## src/rtl/mux21_2b_arbiter_pkg.sv

```systemverilog
`default_nettype none
// ============================================================================
// Module      : mux21_2b_arbiter_pkg
// Description : Shared definitions for the 2-bit 2:1 mux round-robin arbiter:
//               grant-state encoding, default burst length and the mux helper.
// Ports       : none (package)
// Revision    : 1.0 - initial release
// ============================================================================
package mux21_2b_arbiter_pkg;

  // Default number of consecutive beats one requester may take while the
  // other is waiting.
  localparam int unsigned c_default_max_burst = 4;

  typedef enum logic [1:0] {
    ST_IDLE = 2'd0,
    ST_GNT0 = 2'd1,
    ST_GNT1 = 2'd2
  } arb_state_e;

  // The shared 2-bit 2:1 mux: sel=0 picks a, sel=1 picks b.
  function automatic logic [1:0] f_mux2(input logic       s,
                                        input logic [1:0] a,
                                        input logic [1:0] b);
    return s ? b : a;
  endfunction

endpackage
`default_nettype wire

```

## src/rtl/mux21_out_stage.sv

```systemverilog
`default_nettype none
// ============================================================================
// Module      : mux21_out_stage
// Description : Single-entry 2-bit valid/ready output register. Loads a new
//               word, holds it while the consumer stalls, drains on accept.
// Ports       : clk, reset_L     - clock, async active-low reset
//               i_load, i_data   - load strobe and word (only when o_can_load)
//               i_out_ready      - consumer accepts o_out_data this cycle
//               o_out_valid      - o_out_data holds a valid word
//               o_out_data       - registered word
//               o_can_load       - stage is empty or draining this cycle
// Revision    : 1.0 - initial release
// ============================================================================
module mux21_out_stage (
  input  logic       clk,
  input  logic       reset_L,
  input  logic       i_load,
  input  logic [1:0] i_data,
  input  logic       i_out_ready,
  output logic       o_out_valid,
  output logic [1:0] o_out_data,
  output logic       o_can_load
);

  logic       r_valid;
  logic [1:0] r_data;

  // A new word may enter when the slot is empty or its occupant leaves now.
  assign o_can_load  = ~r_valid | i_out_ready;
  assign o_out_valid = r_valid;
  assign o_out_data  = r_data;

  always_ff @(posedge clk or negedge reset_L) begin
    if (!reset_L) begin
      r_valid <= 1'b0;
      r_data  <= 2'b00;
    end else if (i_load) begin
      r_valid <= 1'b1;
      r_data  <= i_data;
    end else if (i_out_ready) begin
      r_valid <= 1'b0;
    end
  end

endmodule
`default_nettype wire

```

## src/rtl/mux21_2b_arbiter.sv

```systemverilog
`default_nettype none
// ============================================================================
// Module      : mux21_2b_arbiter
// Description : Round-robin arbiter sharing a 2-bit 2:1 mux between two
//               valid/ready requesters, with bursts of up to MAX_BURST beats
//               and one registered, backpressured output stage.
// Ports       : clk, reset_L                  - clock, async active-low reset
//               in0_valid/in0_data/in0_ready  - requester 0 handshake
//               in1_valid/in1_data/in1_ready  - requester 1 handshake
//               out_valid/out_data/out_ready  - consumer handshake
//               sel                           - mux select (1 only in GNT1)
// Revision    : 1.0 - initial release
// ============================================================================
module mux21_2b_arbiter
  import mux21_2b_arbiter_pkg::*;
#(
  parameter int MAX_BURST = c_default_max_burst,
  parameter int CNT_W     = $clog2(MAX_BURST + 1)
) (
  input  logic       clk,
  input  logic       reset_L,
  input  logic       in0_valid,
  input  logic [1:0] in0_data,
  output logic       in0_ready,
  input  logic       in1_valid,
  input  logic [1:0] in1_data,
  output logic       in1_ready,
  output logic       out_valid,
  output logic [1:0] out_data,
  input  logic       out_ready,
  output logic       sel
);

  localparam logic [CNT_W-1:0] c_max_cnt = CNT_W'(MAX_BURST);

  arb_state_e       r_state,    w_state_nxt;
  logic [CNT_W-1:0] r_beat_cnt, w_beat_cnt_nxt;
  logic             r_last,     w_last_nxt;

  logic             w_can_load;
  logic             w_sel;
  logic             w_xfer;
  logic [1:0]       w_mux_data;
  logic [CNT_W-1:0] w_cnt_inc;
  logic             w_burst_done;
  logic             w_own_valid;
  logic             w_other_valid;
  arb_state_e       w_other_st;

  // Select follows the registered grant, so it only moves on a clock edge.
  assign w_sel     = (r_state == ST_GNT1);
  assign sel       = w_sel;
  assign in0_ready = (r_state == ST_GNT0) & w_can_load;
  assign in1_ready = (r_state == ST_GNT1) & w_can_load;
  assign w_xfer    = (in0_valid & in0_ready) | (in1_valid & in1_ready);

  assign w_mux_data = f_mux2(w_sel, in0_data, in1_data);

  // Views of the current grantee and its competitor; only meaningful in GNTx.
  assign w_own_valid   = w_sel ? in1_valid : in0_valid;
  assign w_other_valid = w_sel ? in0_valid : in1_valid;
  assign w_other_st    = w_sel ? ST_GNT0 : ST_GNT1;

  assign w_cnt_inc    = r_beat_cnt + 1'b1;
  assign w_burst_done = (w_cnt_inc == c_max_cnt);

  mux21_out_stage u_out_stage (
    .clk         (clk),
    .reset_L     (reset_L),
    .i_load      (w_xfer),
    .i_data      (w_mux_data),
    .i_out_ready (out_ready),
    .o_out_valid (out_valid),
    .o_out_data  (out_data),
    .o_can_load  (w_can_load)
  );

  always_ff @(posedge clk or negedge reset_L) begin
    if (!reset_L) begin
      r_state    <= ST_IDLE;
      r_beat_cnt <= '0;
      r_last     <= 1'b1;
    end else begin
      r_state    <= w_state_nxt;
      r_beat_cnt <= w_beat_cnt_nxt;
      r_last     <= w_last_nxt;
    end
  end

  always_comb begin
    w_state_nxt    = r_state;
    w_beat_cnt_nxt = r_beat_cnt;
    w_last_nxt     = r_last;
    case (r_state)
      ST_IDLE: begin
        // Ties go to whoever was not served last.
        if (in0_valid && in1_valid) begin
          w_state_nxt = r_last ? ST_GNT0 : ST_GNT1;
        end else if (in0_valid) begin
          w_state_nxt = ST_GNT0;
        end else if (in1_valid) begin
          w_state_nxt = ST_GNT1;
        end
      end
      ST_GNT0, ST_GNT1: begin
        if (w_xfer) begin
          w_last_nxt = w_sel;
          if (w_burst_done) begin
            // Burst spent: hand over if the other side waits, otherwise
            // start a fresh burst for the same requester.
            w_beat_cnt_nxt = '0;
            if (w_other_valid) begin
              w_state_nxt = w_other_st;
            end
          end else begin
            w_beat_cnt_nxt = w_cnt_inc;
          end
        end else if (!w_own_valid) begin
          w_beat_cnt_nxt = '0;
          w_state_nxt    = w_other_valid ? w_other_st : ST_IDLE;
        end
        // Otherwise stalled with a pending word: hold state and count.
      end
      default: begin
        w_state_nxt    = ST_IDLE;
        w_beat_cnt_nxt = '0;
      end
    endcase
  end

endmodule
`default_nettype wire

```

## config.mk

```make
export PLATFORM = sky130hd
export DESIGN_NAME = mux21_2b_arbiter
export DESIGN_NICKNAME = d
export VERILOG_FILES = /design/src/rtl/mux21_2b_arbiter_pkg.sv /design/src/rtl/mux21_out_stage.sv /design/src/rtl/mux21_2b_arbiter.sv
export SDC_FILE = /design/constraint.sdc
export NUM_CORES = 1
export LEC_CHECK = 0
export ABC_AREA = 1
export BUFFER_PORTS_ARGS = -buffer_cell sky130_fd_sc_hd__buf_2
export CORE_AREA = 2 2 41 43
export CTS_CLUSTER_SIZE = 14
export DETAILED_ROUTE_END_ITERATION = 8
export DIE_AREA = 0 0 43 45
export PLACE_DENSITY = 0.84
export REMOVE_ABC_BUFFERS = 1
export SETUP_SLACK_MARGIN = 0.1
export SLEW_MARGIN = 30
export SYNTH_ARGS = -nofsm -noshare
export SYNTH_HDL_FRONTEND = slang
export SYNTH_HIERARCHICAL = 1
export SYNTH_SLANG_ARGS = --single-unit
```

## constraint.sdc

```tcl
create_clock -name clk -period 1.8 [get_ports clk]
set_clock_uncertainty 0.2 [all_clocks]
set_input_delay 0.36 -clock clk [delete_from_list [all_inputs] [get_ports clk]]
set_output_delay 0.36 -clock clk [all_outputs]
set_load 0.005 [all_outputs]
```

Word-level counts from Yosys, hierarchy flattened:

Cells that the tools add are included.

* add/sub/neg operators: 1
* $mul: 0
* mux-type cells: 20
* bitwise operators: 8
* equality and inequality tests: 7
* reductions and logical operators: 7
* shifts and indexed selects: 0
* divide/modulo/power cells: 0
* magnitude comparators: 0

Operator list (count)
* two-way mux 2 bit: 11
* two-way mux 3 bit: 3
* != test 3 bit (second input constant): 2
* case mux 3 bit (2 select lines): 1
* AND 1 bit: 4
* two-way mux 1 bit: 4
* != test 4 bit (second input constant): 1
* case mux 2 bit (2 select lines): 1
* AND reduction 2 bit: 2
* AND reduction 4 bit: 1
* adder 3 x 1 -> 3 bit (second input constant): 1
* equality test 3 bit (second input constant): 1
* != test 3 x 2 -> 1 bit (second input constant): 1
* equality test 2 x 1 -> 1 bit (second input constant): 1
* equality test 2 bit (second input constant): 1
* zero test 2 bit: 1
* inverter 1 bit: 2
* OR 1 bit: 2
* nonzero test 2 bit: 1
* OR reduction 2 bit: 1
* logical AND 1 bit: 1

* bits in writable memories: 0
* output and inout port bits: 6
* bits in latches: 0
* memories: 0
* word-level logic and storage cells: 48
* input port bits: 9
* bits in registers: 9
* memory bits (read-only): 0

Logic depth before layout (Yosys ltp):

* word-level depth: 7
* gate-level depth with buffers: 10
* gate-level depth less buffers: 10

By module:

The synthesis kept the hierarchy.

Modules (own cells, without submodules)
* mux21_2b_arbiter: times used 1, area an instance 599.3 um^2, cells each 86, seq. area each 151.4 um^2
* mux21_out_stage: times used 1, area an instance 112.6 um^2, cells each 13, seq. area each 75.1 um^2

Worst setup path before layout:

OpenSTA, ideal clock, no wires.

* path kind: reg-to-reg
* start point: register r_state[0]
* end point: register r_state[1]
* stages on the path, launching flop included: 10
* required time: 1479 ps
* period minus slack after synthesis: 1612 ps
* buffers on the path: 0
* setup time: 121 ps
* setup slack: 188 ps
* arrival: 1291 ps
* cells stage by stage: dfrtp_1 > inv_1 > ha_1 > nand3_2 > nand2_2 > nor2_4 > nor2_2 > nand2_2 > nand2_1 > o21ai_1

* word-level cells in the longest chain between the ends: 6
* elaborated cells on any way between the ends: 23
* classes of those cells: eq/ne (6); mux (9); bitwise (5); reduce/logical (3)

RTL lines
* start, declared: line mux21_2b_arbiter.sv:36 `arb_state_e r_state, w_state_nxt;`
* start signal, assigned: line mux21_2b_arbiter.sv:84 `r_state <= w_state_nxt;`
* equality test 2 x 1 -> 1 bit or equality test 2 bit (tied branches): line mux21_2b_arbiter.sv:53, mux21_2b_arbiter.sv:54
* AND 1 bit, on equally long branches: line mux21_2b_arbiter.sv:53, mux21_2b_arbiter.sv:54
* AND 1 bit: line mux21_2b_arbiter.sv:55 `assign w_xfer = (in0_valid & in0_ready) | (in1_valid & in1_ready);`
* OR 1 bit *: line mux21_2b_arbiter.sv:55
* named net w_xfer: line mux21_2b_arbiter.sv:42 `logic w_xfer;`
* != test 3 bit (no line), or another cell as far along
* AND reduction 4 bit (no line) or case mux 2 bit (2 select lines) (tied branches)

The timed path passes the listed nets; every way through them passes the cells marked *. The select of a mux whose other input is x is not followed.
A chain may end at the register's enable or synchronous reset.

Worst setup path in the final report:

* start point: register r_state[1]
* end point: output port in0_ready

* word-level cells in the longest chain between the ends: 2

RTL lines
* equality test 2 x 1 -> 1 bit: line mux21_2b_arbiter.sv:53 `assign in0_ready = (r_state == ST_GNT0) & w_can_load;`
* AND 1 bit: line mux21_2b_arbiter.sv:53
* end, declared: line mux21_2b_arbiter.sv:24 `output logic in0_ready,`

Every way passes these cells.

==> run_results.csv <==
group,metric,value,unit
floorplan,die_x,43,um
grt,grt_pass1_vias,725,
power_and_ir_drop,clkPwrFrac,9.3,%
hold_path,worstHoldPathType,"input pin to flop",
cts,cts_sinks,9,
setup_path,r2r_slack,0.06,ns
synth,netlist_area,712,um^2
finish,layout-drive-gt1-share,43.8,%
placed_design,hpwl,1230,um
placed_design,gp_congestion,0.892,
timing,tightest_slew,0.257,ns
cts,clock_path_buffers,2,
power_and_ir_drop,swShare,46.3,%
timing,whs,0.220,ns
setup_path,crit_fanout,3,
routing,vias,751,
finish,diodes,0,
placed_design,port_buffers,14,
routing,drt_wl_total,1850,um
routing,drtIter0Drc,18,
synth,ys_seq_area_share,31.8,%
synth,synth_area_leaders,"dfrtp_1 28%, nand2_1 21%, ha_1 12%, inv_1 7.4%, dfstp_2 3.7%",
synth,postSynthCellCount,99,
power_and_ir_drop,power_leakage,0.000536,uW
hold_path,worstHoldStart,"in0_data[0]",
floorplan,fp.dieH,45,um
finish,nets,145,
placed_design,pre_cts_ws,0.0388,ns
setup_path,cp-start-kind,"flop",
hold_path,hold_path_depth,5,
cts,cts.clk_slew.worst_paths,0.07,ns
synth,ys_ff_latch,9,
setup_path,crit_type,"flop to output pin",
floorplan,start_util,48.4,%
timing,fin_tns_setup,0,ns
power_and_ir_drop,pwr-share-comb,69.0,%
grt,grt_pass1_wl,2950,um
synth,avgSynthCellArea,7.19,um^2
grt,grt-ovfl-total,0,
cts,htreeDepth,1,
timing,period_share,98.6,%
finish,fillers,133,
setup_path,endpoint_kind,"output pin",
routing,drc,0,
grt,grt_use_total,20.8,%
cts,cts-root-buf,"clkbuf_4",
floorplan,placementRows,14,
grt,grt_max_degree,10,
cts,worstSkewPairLatency,0.26,ns
power_and_ir_drop,ir_drop,1.09,mV
setup_path,rr_worst_depth,11,
synth,synth_edf_count,0,
timing,setup_ws,0.0258,ns
power_and_ir_drop,p_sw,790,uW
setup_path,worstPathRequired,1.24,ns
hold_path,hold_end,"u_out_stage/o_out_data[0]",
timing,setup_viol,0,
finish,multi_input_area,513,um^2
synth,synth_ff_type,"dfrtp_1",
synth,synth_top_area_share,28.1,%
run,maxCapViolCount,0,
routing,detail_route.wl_per_cell,12.9,um
synth,async_flop_share,100,%
synth,ys_types,19,
timing,rsz0062_at_grt,"yes",
floorplan,io_pins,15,
setup_path,cp.arrival,1.21,ns
grt,grt_antenna_before_repair,0,
routing,firstDrtPassIters,4,
routing,detail-route-antenna-nets,0,
setup_path,r2r_end,"r_state[1]",
power_and_ir_drop,power_density,1670,nW/um^2
cts,cts_buffers,3,
floorplan,core,1470,um^2
timing,clock.fmax,0.564,GHz
setup_path,r2r-start,"r_state[0]",
synth,synth_commonest_cells,"40 x nand2_1, 14 x inv_1, 8 x dfrtp_1",
synth,ys_warn_count,6,
power_and_ir_drop,power_frac_seq,21.7,%
timing,period_minus_slack,1.77,ns
finish,syn_to_final_growth,42.9,%
floorplan,dieArea,1940,um^2
timing,maxSlewViolCount,0,
routing,vias_per_cell,5.22,
timing,finalHoldViolations,0,
finish,seqCellArea,229,um^2
synth,yosysMostFrequentCell,"nand2_1",
status,status,"completed",
synth,yosys.area.top_type,"dfrtp_1",
cts,cts_tree,"yes",
timing,maxSlewHeadroom,82.8,%
power_and_ir_drop,internal_power,914,uW
cell type report:
| cell class | instances | share of cell area [%] |
|---|---|---|
| inverters | 15 | 5.78 |
| multi-input cells | 75 | 50.4 |
| repair buffers | 25 | 16.6 |
| clock inverters | 1 | 0.492 |
| clock buffers | 3 | 2.21 |
| flip-flops and latches | 9 | 22.5 |
| well taps | 16 | 1.97 |
what timing repair did:
item	in CTS	in global routing
hold buffers	1	0
pin swaps	2	6
endpoints found under the hold margin	9	0
gates resized for setup	13	12
endpoints found under the setup margin	8	9
setup buffers	7	1
cells by family after synthesis:
logic type | synth area share, %
compound gates | 8.96
fa+ha+maj | 12.3
buf+inv | 7.91
flops | 31.8
simple gates | 39.0
flip-flops by register name, indices dropped and copies added (netlist names):
| name | flops |
|---|---|
| r_beat_cnt | 3 |
| r_last | 1 |
| u_out_stage/o_out_valid | 1 |
| r_state | 2 |
| u_out_stage/o_out_data | 2 |
layout by cell type, fill, tap and decap left out, drive strengths merged:
master / count
dfstp: 1
a21oi: 4
nand3: 7
inv: 15
nor2: 7
dlygate4sd3: 1
nand3b: 1
nand2: 43
ha: 7
clkbuf: 3
buf: 24
clkinv: 1
o21ai: 5
o211ai: 1
dfrtp: 8
power groups by stage:
stage	Clock [uW]	Sequential, uW	Combinational, uW
floorplan	0	351	576
finish	158	370	1180
global placement	0	356	772
CTS	161	372	973
detailed placement	0	362	796
global route	168	380	1300
critical path, stage by stage (launching register included):
cell and delay, ns:
dfrtp_2 0.44, inv_2 0.11, ha_4 0.15, nand2_1 0.06
inv_1 0.07, buf_2 0.11
per-stage QoR:
step                      total power, uW  cell area, um^2  utilization, %  std cells
after floorplan                       926              712               -         99
after global placement               1130              817            55.5        131
after detailed placement             1160              817            55.5        131
after CTS                            1510              960            65.2        143
after global routing                 1850             1020            69.1        144
final                                1700             1020            69.1        144
layer usage:
layer	share of wire (%)	up-vias	routed length [um]	global-route usage, %
met3	5.9	6	109	6.40
li1	-	370	-	-
met1	37	346	684	21.1
met2	56	29	1040	42.1
met5	0	-	0	0
met4	1.0	0	19	3.64
worst max path at each step:
stage                from          to  slack [ns]  depth (start not counted)
2_1_floorplan  r_state[0]  r_state[1]        0.19                          9
3_3_place_gp   r_state[0]  r_state[0]        0.11                          7
3_5_place_dp   r_state[0]  r_state[0]        0.04                          8
4_1_cts        r_state[0]   in1_ready        0.07                          5
5_1_grt        r_state[0]   in1_ready       -0.02                          5
6_report       r_state[1]   in0_ready        0.03                          5
Note: power is estimated with default switching activity, not from simulation.
